File: config.mk
export PLATFORM = sky130hd
export DESIGN_NAME = imem_loader
export DESIGN_NICKNAME = d
export VERILOG_FILES = /design/src/rtl/imem_loader_pkg.sv /design/src/rtl/imem_loader_byte_asm.sv /design/src/rtl/imem_loader.sv
export SDC_FILE = /design/constraint.sdc
export NUM_CORES = 1
export LEC_CHECK = 0
export ABC_AREA = 1
export BUFFER_PORTS_ARGS = -buffer_cell sky130_fd_sc_hd__buf_4
export CAP_MARGIN = 20
export CORE_MARGIN = 3
export CORE_UTILIZATION = 40
export CTS_CLUSTER_SIZE = 40
export DETAILED_ROUTE_END_ITERATION = 12
export PLACE_DENSITY = 0.63
export SYNTH_ARGS = -nofsm -noshare
export SYNTH_HDL_FRONTEND = slang
export SYNTH_SLANG_ARGS = --single-unit
File: constraint.sdc
create_clock -name CLK -period 4.1 [get_ports CLK]
set_input_delay 0.205 -clock CLK [delete_from_list [all_inputs] [get_ports CLK]]
set_output_delay 0.205 -clock CLK [all_outputs]
set_load 0.01 [all_outputs]
File: src/rtl/imem_loader_pkg.sv
// imem_loader_pkg -- shared definitions for the boot-time instruction loader.
//
// Contents:
//   state_t        : 3-bit loader state encoding (HDR_PC, HDR_CNT, DATA,
//                    CSUM, DONE, ERR), kept as plain constants so the
//                    encoding stays visible and matches legacy state decodes.
//   PC_HDR_BYTES   : bytes in the start-PC header field.
//   CNT_HDR_BYTES  : bytes in the word-count header field.
//   WORD_BYTES     : bytes per instruction word.
package imem_loader_pkg;

  typedef logic [2:0] state_t;

  localparam state_t HDR_PC  = 3'd0;
  localparam state_t HDR_CNT = 3'd1;
  localparam state_t DATA    = 3'd2;
  localparam state_t CSUM    = 3'd3;
  localparam state_t DONE    = 3'd4;
  localparam state_t ERR     = 3'd5;

  localparam int unsigned PC_HDR_BYTES  = 8;
  localparam int unsigned CNT_HDR_BYTES = 2;
  localparam int unsigned WORD_BYTES    = 4;

endpackage

File: src/rtl/imem_loader_byte_asm.sv
// loader_byte_asm -- little-endian byte assembler.
//
// Collects bytes into a WIDTH-bit field; byte_idx selects the lane written
// by in_byte when load is high (lane 0 = least significant byte).
//
// Ports:
//   CLK       in   clock
//   clear     in   synchronous clear of the stored field (active-high)
//   load      in   write in_byte into lane byte_idx on this edge
//   byte_idx  in   target byte lane
//   in_byte   in   byte to store
//   value     out  stored field with the current byte already merged in,
//                  so the completed field is usable on the edge that
//                  accepts its final byte
module loader_byte_asm #(
  parameter int unsigned WIDTH = 32
) (
  input  logic                             CLK,
  input  logic                             clear,
  input  logic                             load,
  input  logic [$clog2(WIDTH/8)-1:0]       byte_idx,
  input  logic [7:0]                       in_byte,
  output logic [WIDTH-1:0]                 value
);

  localparam int unsigned NBYTES = WIDTH / 8;
  localparam int unsigned IDX_W  = $clog2(NBYTES);

  logic [WIDTH-1:0] stored;

  // NOTE: every signal assigned in always_comb gets a default first so no
  // path leaves it unassigned and no latch is inferred.
  always_comb begin
    value = stored;
    for (int i = 0; i < NBYTES; i++) begin
      if (load && byte_idx == IDX_W'(i)) value[i*8 +: 8] = in_byte;
    end
  end

  // NOTE: sequential state uses non-blocking assignments so every register
  // samples the pre-edge values regardless of block evaluation order.
  always_ff @(posedge CLK) begin
    if (clear) stored <= '0;
    else       stored <= value;
  end

endmodule

File: src/rtl/imem_loader.sv
// imem_loader -- boot-time program loader for the instruction memory.
//
// Consumes a framed byte stream over a valid/ready handshake:
//   8 bytes start PC (LSB first), 2 bytes word count N (LSB first),
//   N x 4 bytes instructions (LSB first), then one XOR checksum byte when
//   IMEM_LOADER_CHECKSUM_EN is defined. Each completed word produces one
//   registered instruction-memory write at startpc + 4*k; a clean frame
//   ends in DONE, which raises cpu_run to release the core.
//
// Build option:
//   IMEM_LOADER_CHECKSUM_EN  defined   -> trailing checksum byte required
//                            undefined -> no checksum logic
//
// Ports:
//   CLK         in   clock, rising edge
//   resetl      in   synchronous active-high reset
//   in_data     in   stream byte
//   in_valid    in   in_data valid
//   in_ready    out  loader can accept a byte
//   imem_we     out  one-cycle instruction-memory write strobe
//   imem_addr   out  byte address of the word being written
//   imem_wdata  out  instruction word being written
//   startpc     out  start PC from the frame header (0 until received)
//   cpu_run     out  load complete; drives the core's run input
//   done        out  load finished successfully
//   error       out  frame rejected
module imem_loader
  import imem_loader_pkg::*;
#(
  parameter int unsigned MAX_WORDS = 1024
) (
  input  logic        CLK,
  input  logic        resetl,
  input  logic [7:0]  in_data,
  input  logic        in_valid,
  output logic        in_ready,
  output logic        imem_we,
  output logic [63:0] imem_addr,
  output logic [31:0] imem_wdata,
  output logic [63:0] startpc,
  output logic        cpu_run,
  output logic        done,
  output logic        error
);

`ifdef IMEM_LOADER_CHECKSUM_EN
  localparam state_t FRAME_END = CSUM;
`else
  localparam state_t FRAME_END = DONE;
`endif

  state_t      state, state_nxt;
  logic        accept;
  logic [2:0]  hdr_cnt;
  logic [1:0]  byte_cnt;
  logic [15:0] word_cnt;
  logic [63:0] wr_addr;
  logic [63:0] pc_val;
  logic [15:0] cnt_val;
  logic [31:0] word_val;
  logic        last_pc_byte, last_cnt_byte, last_word_byte, last_word;

  assign in_ready = (state == HDR_PC) || (state == HDR_CNT) ||
                    (state == DATA)   || (state == CSUM);
  assign accept   = in_valid && in_ready;
  assign done     = (state == DONE);
  assign cpu_run  = (state == DONE);
  assign error    = (state == ERR);

  assign last_pc_byte   = (hdr_cnt == 3'(PC_HDR_BYTES - 1));
  assign last_cnt_byte  = (hdr_cnt == 3'(CNT_HDR_BYTES - 1));
  assign last_word_byte = (byte_cnt == 2'(WORD_BYTES - 1));
  // Only evaluated in DATA, where the count is at least 1.
  assign last_word      = (word_cnt == cnt_val - 16'd1);

  loader_byte_asm #(.WIDTH(64)) u_pc_asm (
    .CLK      (CLK),
    .clear    (resetl),
    .load     (accept && state == HDR_PC),
    .byte_idx (hdr_cnt),
    .in_byte  (in_data),
    .value    (pc_val)
  );

  loader_byte_asm #(.WIDTH(16)) u_cnt_asm (
    .CLK      (CLK),
    .clear    (resetl),
    .load     (accept && state == HDR_CNT),
    .byte_idx (hdr_cnt[0]),
    .in_byte  (in_data),
    .value    (cnt_val)
  );

  loader_byte_asm #(.WIDTH(32)) u_word_asm (
    .CLK      (CLK),
    .clear    (resetl),
    .load     (accept && state == DATA),
    .byte_idx (byte_cnt),
    .in_byte  (in_data),
    .value    (word_val)
  );

`ifdef IMEM_LOADER_CHECKSUM_EN
  logic [7:0] csum;

  // Covers header and data bytes; the checksum byte itself is excluded.
  always_ff @(posedge CLK) begin
    if (resetl) csum <= 8'h00;
    else if (accept && (state == HDR_PC || state == HDR_CNT || state == DATA))
      csum <= csum ^ in_data;
  end
`endif

  always_comb begin
    state_nxt = state;
    case (state)
      HDR_PC: begin
        if (accept && last_pc_byte)
          state_nxt = (pc_val[1:0] != 2'b00) ? ERR : HDR_CNT;
      end
      HDR_CNT: begin
        if (accept && last_cnt_byte) begin
          if (32'(cnt_val) > MAX_WORDS) state_nxt = ERR;
          else if (cnt_val == 16'd0)    state_nxt = FRAME_END;
          else                          state_nxt = DATA;
        end
      end
      DATA: begin
        if (accept && last_word_byte && last_word) state_nxt = FRAME_END;
      end
`ifdef IMEM_LOADER_CHECKSUM_EN
      CSUM: begin
        if (accept) state_nxt = (in_data == csum) ? DONE : ERR;
      end
`endif
      default: state_nxt = state;
    endcase
  end

  // Reset clears progress only; words already written stay in memory.
  always_ff @(posedge CLK) begin
    if (resetl) begin
      state      <= HDR_PC;
      hdr_cnt    <= 3'd0;
      byte_cnt   <= 2'd0;
      word_cnt   <= 16'd0;
      wr_addr    <= 64'd0;
      startpc    <= 64'd0;
      imem_we    <= 1'b0;
      imem_addr  <= 64'd0;
      imem_wdata <= 32'd0;
    end else begin
      state   <= state_nxt;
      imem_we <= 1'b0;
      if (accept) begin
        case (state)
          HDR_PC: begin
            if (last_pc_byte) begin
              hdr_cnt <= 3'd0;
              startpc <= pc_val;
              wr_addr <= pc_val;
            end else begin
              hdr_cnt <= hdr_cnt + 3'd1;
            end
          end
          HDR_CNT: begin
            hdr_cnt <= last_cnt_byte ? 3'd0 : hdr_cnt + 3'd1;
          end
          DATA: begin
            byte_cnt <= byte_cnt + 2'd1;
            if (last_word_byte) begin
              imem_we    <= 1'b1;
              imem_addr  <= wr_addr;
              imem_wdata <= word_val;
              wr_addr    <= wr_addr + 64'd4;
              word_cnt   <= word_cnt + 16'd1;
            end
          end
          default: ;
        endcase
      end
    end
  end

endmodule

==> results of run 1 <==
-- registers in the layout, indices dropped and copies added (netlist names) --
name and flops:
imem_we 1, startpc 64, state 3, wr_addr 64
u_pc_asm.stored 64, u_cnt_asm.stored 16, word_cnt 16, byte_cnt 2
u_word_asm.stored 24, imem_wdata 32, imem_addr 64, hdr_cnt 3
-- placed cells by master (no fill, tap or decap), types with 6 or more instances in the layout --
cell,n
nor4_1,10
nor2_2,9
nor2_1,264
nand2_1,463
dlygate4sd3_1,8
o211ai_1,120
o21ai_0,168
ha_1,13
inv_2,6
buf_4,192
nand2_2,9
inv_1,294
nor3_1,43
nand3_1,58
clkbuf_16,41
xor2_1,44
a21oi_1,175
clkbuf_8,9
nand4_1,27
dfxtp_1,353
-- timing repair --
item                      CTS  global route
setup buffers               0             0
hold buffers                8             0
hold endpoints to repair   11             0
-- kinds of logic (layout without fill, tap and decap cells) --
| logic type | Yosys count | in the layout |
|---|---|---|
| AND/OR/NAND/NOR | 910 | 910 |
| buffers and inverters | 429 | 571 |
| flip-flops | 353 | 353 |
| XOR/XNOR | 49 | 49 |
| AO/OA/AOI/OAI | 490 | 490 |
| adder cells (fa/ha/maj) | 13 | 13 |
-- report_power, final --
part           internal, mW  switching [mW]
Combinational         0.475            1.26
Clock                  2.23            1.43
Sequential             3.57           0.116
-- metrics by stage --
step	area [um2]	worst slack [ps]	util, %
after CTS	19000	870	48.6
final	19000	839	48.6
after global placement	17600	946	45.0
after global routing	19000	486	48.6
after floorplan	16000	1720	-
after detailed placement	17600	886	45.0
-- per-layer routing --
metal	global-route usage (%)	vias to the layer above	share of wire (%)
li1	-	7474	-
met1	29.4	6785	43
met2	41.0	379	49
met3	3.23	83	4.4
met4	7.76	0	3.2
met5	0	-	0
-- worst max-delay path, cell delays in order, from the launching register on --
cell and delay (ps):
dfxtp_1 390, ha_1 190, nand2_1 90, nor2_1 170, nand2_1 130, nor2_1 290, nand4_1 300, nor4_1 580
nand2_1 220, nor2_1 280, nand2_1 120, xnor2_1 140, o21bai_1 130, a21oi_1 90
-- final cells by class --
type	instances	area, um2
flip-flops and latches	353	7070
multi-input cells	1462	7270
well taps	518	648
inverters	303	1140
fillers	3986	20100
clock buffers	55	1170
repair buffers	202	1560
clock inverters	11	160
-- worst max-delay path by stage --
stage	depth (start not counted)	endpoint
2_1_floorplan	19	state[0]$_SDFFE_PP0P_
6_report	13	wr_addr[62]$_SDFFE_PP0P_
3_3_place_gp	13	wr_addr[62]$_SDFFE_PP0P_
4_1_cts	19	state[1]$_SDFFE_PP0P_
3_5_place_dp	19	state[1]$_SDFFE_PP0P_
5_1_grt	19	state[1]$_SDFFE_PP0P_
==> results_dict.tcl, run 1 <==
set metrics [dict create \
    synth_top_cells_by_count "nand2_1 (463), dfxtp_1 (353), inv_1 (294), nor2_1 (265), a21oi_1 (175)" \
    accumulated_negative_setup_slack_ps 0 \
    result_of_the_run "finished, final reports clean" \
    grt_max_degree 106 \
    power_density_over_the_cells_nw_per_um2 478 \
    finalNonFillerCells 2904 \
    htree_num_levels 2 \
    synth_sequential_area_ratio_pct 44.2 \
    post_cts_resize_count 0 \
    worstHoldPathType "in -> reg" \
    synth_compound_area_share_pct 17.7 \
    worstRegToRegCells 13 \
    post_synth.cell_area_avg_um2 7.12 \
    detailroute.via_count 14700 \
    die_x_um 206 \
    critical_path_peak_fanout 4 \
    rrSetupSlack_ps 840 \
    min_delay_path_depth 3 \
    antenna_cells 0 \
    tritoncts_num_sinks 353 \
    synthesis.nets 2268 \
    number_of_clock_buffers_inserted_by_tritoncts 39 \
    number_of_synthesized_flops_with_an_enable_pin 0 \
    num_io_pins 176 \
    synth_top_cell_by_area "dfxtp_1" \
    grt_pass1_vias 13900 \
    ys.flop_type "dfxtp_1" \
    cp_data_required_time_ps 4510 \
    r2r_start "wr_addr[2]$_SDFFE_PP0P_" \
    final_max_slew_viol_count 0 \
    placementRows 72 \
    synth_top_family_by_area "simple AND/OR/NAND/NOR gates" \
    initial_utilization_pct 40.9 \
    place_hpwl_um 35400 \
    fin_worst_hold_slack_ps 138 \
    synth_area_in_adders_pct 1.02 \
    die_height_um 206 \
    place.port_buffers 175 \
    regToRegEndpoint "wr_addr[62]$_SDFFE_PP0P_" \
    synth_area_leaders "dfxtp_1 (44%), nand2_1 (11%), inv_1 (6.9%)" \
    fmax_mhz 307 \
    timing.slew.headroom_pct 25.5 \
    hold_path_end "byte_cnt[1]$_SDFFE_PP0P_" \
    post_synth_instance_area_um2 16000 \
    power.total_mw 9.08 \
    grt_overflow 0 \
    number_of_detailed_route_iterations_in_the_first_pass 6 \
    post_synthesis_cell_count 2244 \
    final_layout_size_suffix_gt1_share_pct 12.6 \
    die-area_um2 42400 \
    yosys.cell_count.top_type "nand2_1" \
    post_synth_and_or_nand_nor_area_fraction_pct 24.1 \
    clk-insertion-delay-late_ps 550 \
    vias_per_cell 5.07 \
    min_period_ps 3260 \
    cellLeakagePower_nw 8.37 \
    detail_route.wirelength_um 50800 \
    globalplace.congestion 0.929 \
    setup-violations-final 0 \
    max_cap_viol_count 0 \
    critical_path.startpoint_type "register" \
    numPlacedInstances 2830 \
    cts_root_buf "clkbuf_16" \
    synth_xor_xnor_area_share_pct 2.68 \
    worst-endpoint-arrival_ps 3680 \
    grt_setup_unrepaired "false" \
    grt_pass1_wl_um 77700 \
    netlist.area_leader.share_pct 44.2 \
    grt.total_usage_pct 23.3 \
    antenna_found_initial 0 \
    async_reset_ff_share_pct 0 \
    drc 0 \
    areaGrowthSynthToFinish_pct 19.0 \
    worst_hold_startpoint "in_valid" \
    post_route_antenna_net_violation_count 0 \
    min_period_over_period_pct 79.5 \
    final_nets 2385 \
    core_area_um2 39100 \
    synth.ff_latch_count 353 \
    timing.final.hold_violations 0 \
    synthMuxAreaShare_pct 0 \
    crit_start "wr_addr[2]$_SDFFE_PP0P_" \
    synth_cell_type_count 50 \
    worst_setup_hold_path_clk_slew_ps 60 \
    clock_tree_from_tritoncts "done" \
    maximum_root_to_sink_buffer_count 3 \
    synthesis.yosys.warnings 0 \
    dr.first_iter.drc_count 1232 \
    critical_path_class "reg -> reg" \
    fin_worst_skew_ps 9.73 \
    post_drt_wl_per_cell_um 17.5 \
    irDropWorstVdd_mv 0.409 \
    tightest_slew_ps 1120 \
    endpoint_kind "register" \
]
Note: power is estimated with default switching activity, not from simulation.
==> inputs of run 2 (changes only) <==
==> constraint.sdc (replaced) <==
create_clock -name CLK -period 3.3 [get_ports CLK]
set_input_delay 0.165 -clock CLK [delete_from_list [all_inputs] [get_ports CLK]]
set_output_delay 0.165 -clock CLK [all_outputs]
set_load 0.01 [all_outputs]
==> results_dict.tcl, run 2 (synthesized netlist as in run 1, its figures left out) <==
set metrics [dict create \
    cts_root_buf "clkbuf_16" \
    clk-insertion-delay-late_ps 550 \
    power_density_over_the_cells_nw_per_um2 583 \
    seqPwrFrac_pct 41.4 \
    timing.final.hold_violations 0 \
    cp_data_required_time_ps 3680 \
    maximum_root_to_sink_buffer_count 3 \
    grt_overflow 0 \
    fill_cells 3917 \
    finalNonFillerCells 2906 \
    tritoncts_num_sinks 353 \
    grt.total_usage_pct 23.4 \
    initial_utilization_pct 40.9 \
    placed_cell_area_um2 17700 \
    detailroute.via_count 15000 \
    worstHoldPathType "in -> reg" \
    cellLeakagePower_nw 8.36 \
    post_drt_wl_per_cell_um 17.4 \
    power.share.switching_pct 31.1 \
    number_of_clock_buffers_inserted_by_tritoncts 39 \
    core_area_um2 39100 \
    globalplace.congestion 0.939 \
    irDropWorstVdd_mv 0.351 \
    worst_slack_ps 309 \
    post_route_antenna_net_violation_count 0 \
    place.port_buffers 175 \
    net_switching_power_figure_mw 3.44 \
    min_period_over_period_pct 90.7 \
    critical_path_peak_fanout 4 \
    fin_worst_skew_ps 18.6 \
    endpoint_kind "register" \
    grt_pass1_vias 14200 \
    pwr-share-comb_pct 19.6 \
    mostFrequentLayoutCells "nand2_1 (463), dfxtp_1 (353), inv_1 (294)" \
    worst_setup_hold_path_clk_slew_ps 60 \
    cell_internal_pwr_mw 7.63 \
    result_of_the_run "finished, final reports clean" \
    fmax_mhz 334 \
    accumulated_negative_setup_slack_ps 0 \
    num_io_pins 176 \
    vias_per_cell 5.14 \
    critical_path.startpoint_type "register" \
    detail_route.wirelength_um 50500 \
    grt_setup_unrepaired "false" \
    min_period_ps 2990 \
    place_hpwl_um 35200 \
    design_area_um2 19000 \
    place_worst_setup_slack_ps 344 \
    clock_tree_from_tritoncts "done" \
    number_of_detailed_route_iterations_in_the_first_pass 8 \
    most_common_cell_after_layout_fill_and_taps_aside "nand2_1" \
    dr.first_iter.drc_count 1122 \
    max_cap_viol_count 0 \
    worst-endpoint-arrival_ps 3370 \
    antenna_cells 0 \
    placementRows 72 \
    tightest_slew_ps 1100 \
    die_x_um 206 \
    final_layout_size_suffix_gt1_share_pct 12.6 \
    die-area_um2 42400 \
    grt_max_degree 184 \
    drc 0 \
    antenna_found_initial 0 \
    die_height_um 206 \
    setup-violations-final 0 \
    p_clk_share_pct 39.0 \
    numPlacedInstances 2836 \
    timing.slew.headroom_pct 26.9 \
    areaGrowthSynthToFinish_pct 18.8 \
    critical_path_class "reg -> reg" \
    final_max_slew_viol_count 0 \
    power.total_mw 11.1 \
    final_nets 2391 \
    htree_num_levels 2 \
    grt_pass1_wl_um 78400 \
]
## run 2: cell types whose count changed in the layout (fill, tap and decap cells not counted)
| cell | change |
|---|---|
| buf_4 | +5 |
| clkbuf_16 | -2 |
| clkinvlp_4 | -2 |
| buf_12 | +1 |
| bufinv_16 | -1 |
| clkbuf_1 | +1 |
| clkinv_2 | -1 |
| inv_6 | +1 |
## run 2: power by group through the flow
stage | Sequential [mW] | Clock [mW] | Combinational (mW)
floorplan | 4.63 | 0 | 1.53
global placement | 4.66 | 0 | 2.13
detailed placement | 4.67 | 0 | 2.15
CTS | 4.58 | 4.43 | 2.17
global route | 4.60 | 4.57 | 2.43
finish | 4.58 | 4.32 | 2.17
## run 2: layer usage
layer	wire length (um)	vias up	part of all wire (%)	global-route usage (%)
met5	0	-	0	0
met4	1690	0	3.4	8.78
met3	2510	96	5.0	2.84
met2	24900	410	49	41.0
met1	21400	6983	42	29.6
li1	-	7461	-	-
## run 2: worst max-delay path: stages, from the launching register on
cell and delay [ps]:
dfxtp_1 390, ha_1 210, nand2_1 110, nor2_1 170, nand2_1 120, nor2_1 330
nand4_1 260, nor4_1 420, nand2_1 180, nor2_1 220, nand2_1 100, xnor2_1 130
o21bai_1 120, a21oi_1 80
## run 2: what timing repair did
action                                 in CTS  in global routing
setup buffers                               0                  0
resized for setup                           0                  0
hold buffers                                8                  0
endpoints found under the hold margin      14                  0
## run 2: path summary, 6_finish.rpt
path                                                   from                     endpoint  depth (start not counted)  slack, ps
worst max-delay path                wr_addr[2]$_SDFFE_PP0P_     wr_addr[62]$_SDFFE_PP0P_                         13        310
worst min-delay path                               in_valid     byte_cnt[1]$_SDFFE_PP0P_                          3        120
worst max register to register      wr_addr[2]$_SDFFE_PP0P_     wr_addr[62]$_SDFFE_PP0P_                         13        310
worst min register to register  imem_wdata[31]$_SDFFE_PP0P_  imem_wdata[31]$_SDFFE_PP0P_                          2        460
## run 2: final cells by class
cell class / count / area (um2) / share of cell area (%)
multi-input combinational: 1462 / 7270 / 38.3
sequential: 353 / 7070 / 37.2
timing repair buffer: 208 / 1620 / 8.53
inverter: 303 / 1140 / 6.00
clock buffer: 54 / 1120 / 5.91
tap: 518 / 648 / 3.41
clock inverter: 8 / 119 / 0.626
## run 2: per-stage QoR
stage          util, %  hold WS (ps)
2_1_floorplan        -           314
3_3_place_gp      45.2           447
3_5_place_dp      45.2           455
4_1_cts           48.6          75.9
5_1_grt           48.6           143
6_report          48.6           116
==> inputs of run 3 (changes only) <==
--- a/config.mk
+++ b/config.mk
@@ -8,7 +8,7 @@
 export ABC_AREA = 1
 export BUFFER_PORTS_ARGS = -buffer_cell sky130_fd_sc_hd__buf_4
 export CAP_MARGIN = 20
-export CORE_MARGIN = 3
+export CORE_MARGIN = 10
 export CORE_UTILIZATION = 40
 export CTS_CLUSTER_SIZE = 40
 export DETAILED_ROUTE_END_ITERATION = 12
==> results_dict.tcl, run 3 (synthesized netlist as in run 1, its figures left out) <==
set metrics [dict create \
    result_of_the_run "finished, final reports clean" \
    most_common_cell_after_layout_fill_and_taps_aside "nand2_1" \
    grt_max_degree 183 \
    htree_num_levels 2 \
    critical_path_class "reg -> reg" \
    placementRows 73 \
    endpoint_kind "register" \
    cp_data_required_time_ps 3790 \
    grt.total_usage_pct 21.5 \
    dr.first_iter.drc_count 1178 \
    cts_root_buf "clkbuf_16" \
    core_area_um2 39600 \
    detail_route.wirelength_um 52800 \
    antenna_cells 0 \
    timing.final.hold_violations 0 \
    grt_setup_unrepaired "false" \
    fin_worst_hold_slack_ps 98.9 \
    worst-endpoint-arrival_ps 3470 \
    drc 0 \
    grt_pass1_wl_um 82200 \
    grt_overflow 0 \
    cellLeakagePower_nw 8.48 \
    grt_pass1_vias 14400 \
    clock_tree_from_tritoncts "done" \
    fin_worst_skew_ps 18.2 \
    timing.slew.headroom_pct 24.6 \
    mostFrequentLayoutCells "nand2_1 (463), dfxtp_1 (353), inv_1 (294)" \
    post_cts_resize_count 0 \
    tritoncts_num_sinks 353 \
    worst_setup_hold_path_clk_slew_ps 60 \
    final_layout_size_suffix_gt1_share_pct 13.3 \
    critical_path_peak_fanout 11 \
    num_io_pins 176 \
    setup-violations-final 0 \
    min_period_ps 2980 \
    number_of_clock_buffers_inserted_by_tritoncts 40 \
    irDropWorstVdd_mv 0.490 \
    areaGrowthSynthToFinish_pct 20.3 \
    fmax_mhz 335 \
    tightest_slew_ps 1130 \
    max_cap_viol_count 0 \
    clk-insertion-delay-late_ps 570 \
    detailroute.via_count 14900 \
    maximum_root_to_sink_buffer_count 3 \
    place.port_buffers 175 \
    numPlacedInstances 2849 \
    finalNonFillerCells 2930 \
    postLayoutCoreUtil_pct 48.5 \
    die_x_um 220 \
    final_max_slew_viol_count 0 \
    accumulated_negative_setup_slack_ps 0 \
    initial_utilization_pct 40.3 \
    number_of_detailed_route_iterations_in_the_first_pass 8 \
    min_period_over_period_pct 90.3 \
    power_density_over_the_cells_nw_per_um2 599 \
    antenna_found_initial 0 \
    post_route_antenna_net_violation_count 0 \
    vias_per_cell 5.08 \
    place_hpwl_um 37100 \
    final_nets 2400 \
    post_drt_wl_per_cell_um 18.0 \
    worstHoldPathType "in -> reg" \
    critical_path.startpoint_type "register" \
    die-area_um2 48400 \
    die_height_um 220 \
    globalplace.congestion 0.939 \
]
-- run 3: cell types whose count changed in the layout (fill, tap and decap cells not counted), sizes merged, moves of 2 or more --
| cell | previous run | this run |
|---|---|---|
| clkinvlp | 0 | 2 |
| buf | 200 | 206 |
| inv | 302 | 304 |
| clkinv | 6 | 10 |
| bufinv | 3 | 5 |
| dlygate4sd3 | 8 | 10 |
-- run 3: timing repair --
item / in CTS / in global routing
endpoints found under the hold margin: 18 / 0
hold buffers: 10 / 0
buffers inserted: 0 / 0
endpoints found under the setup margin: 0 / 0
-- run 3: path summary, 6_finish.rpt --
kind                                               start                       end  slack, ps  cells after the start
worst max-delay path               state[0]$_SDFFE_PP0P_     state[1]$_SDFFE_PP0P_        320                     17
worst max register to register     state[0]$_SDFFE_PP0P_     state[1]$_SDFFE_PP0P_        320                     17
worst min-delay path                            in_valid  byte_cnt[0]$_SDFFE_PP0P_        100                      3
worst min register to register  startpc[56]$_SDFFE_PP0P_  startpc[56]$_SDFFE_PP0P_        460                      2
-- run 3: report_power, final --
| part | internal, mW | total [mW] | switching [mW] |
|---|---|---|---|
| clock network | 2.87 | 4.74 | 1.87 |
| logic | 0.613 | 2.19 | 1.57 |
| registers | 4.44 | 4.58 | 0.146 |
| total | 7.92 | 11.5 | 3.59 |
-- run 3: area by class of cell --
cell class | count | area (um2)
Clock buffer | 53 | 1160
Fill cell | 4021 | 20400
Tap cell | 525 | 657
Sequential cell | 353 | 7070
Inverter | 303 | 1140
Timing Repair Buffer | 216 | 1700
Multi-Input combinational cell | 1462 | 7270
Clock inverter | 18 | 235
-- run 3: worst max-delay path: stages (launching register included) --
cell	delay, ps
dfxtp_1	470
nand2_2	240
nor2_4	170
nand4_1	90
nand2_1	180
ha_1	230
nand3_2	120
nor2_1	270
nand3_1	210
xor2_1	170
nand3_1	90
nor2_1	90
nand4_1	140
nand2_1	110
nand2_2	90
nand2_1	70
nand2_1	40
nor2_1	110
-- run 3: metrics by stage --
| step | setup slack (ps) | power (mW) | cell area (um2) |
|---|---|---|---|
| 5_1_grt | 23.9 | 12.0 | 19200 |
| 4_1_cts | 316 | 11.6 | 19200 |
| 6_report | 319 | 11.5 | 19200 |
| 3_5_place_dp | 358 | 6.84 | 17700 |
| 2_1_floorplan | 923 | 6.17 | 16000 |
| 3_3_place_gp | 461 | 6.81 | 17700 |
-- run 3: layer usage --
layer  track usage (%)  share of wire [%]  up-vias
met3              3.28                4.7       80
met4              7.17                2.7        0
met5                 0                  0        -
met1              26.6                 43     6973
met2              37.5                 50      339
li1                  -                  -     7507
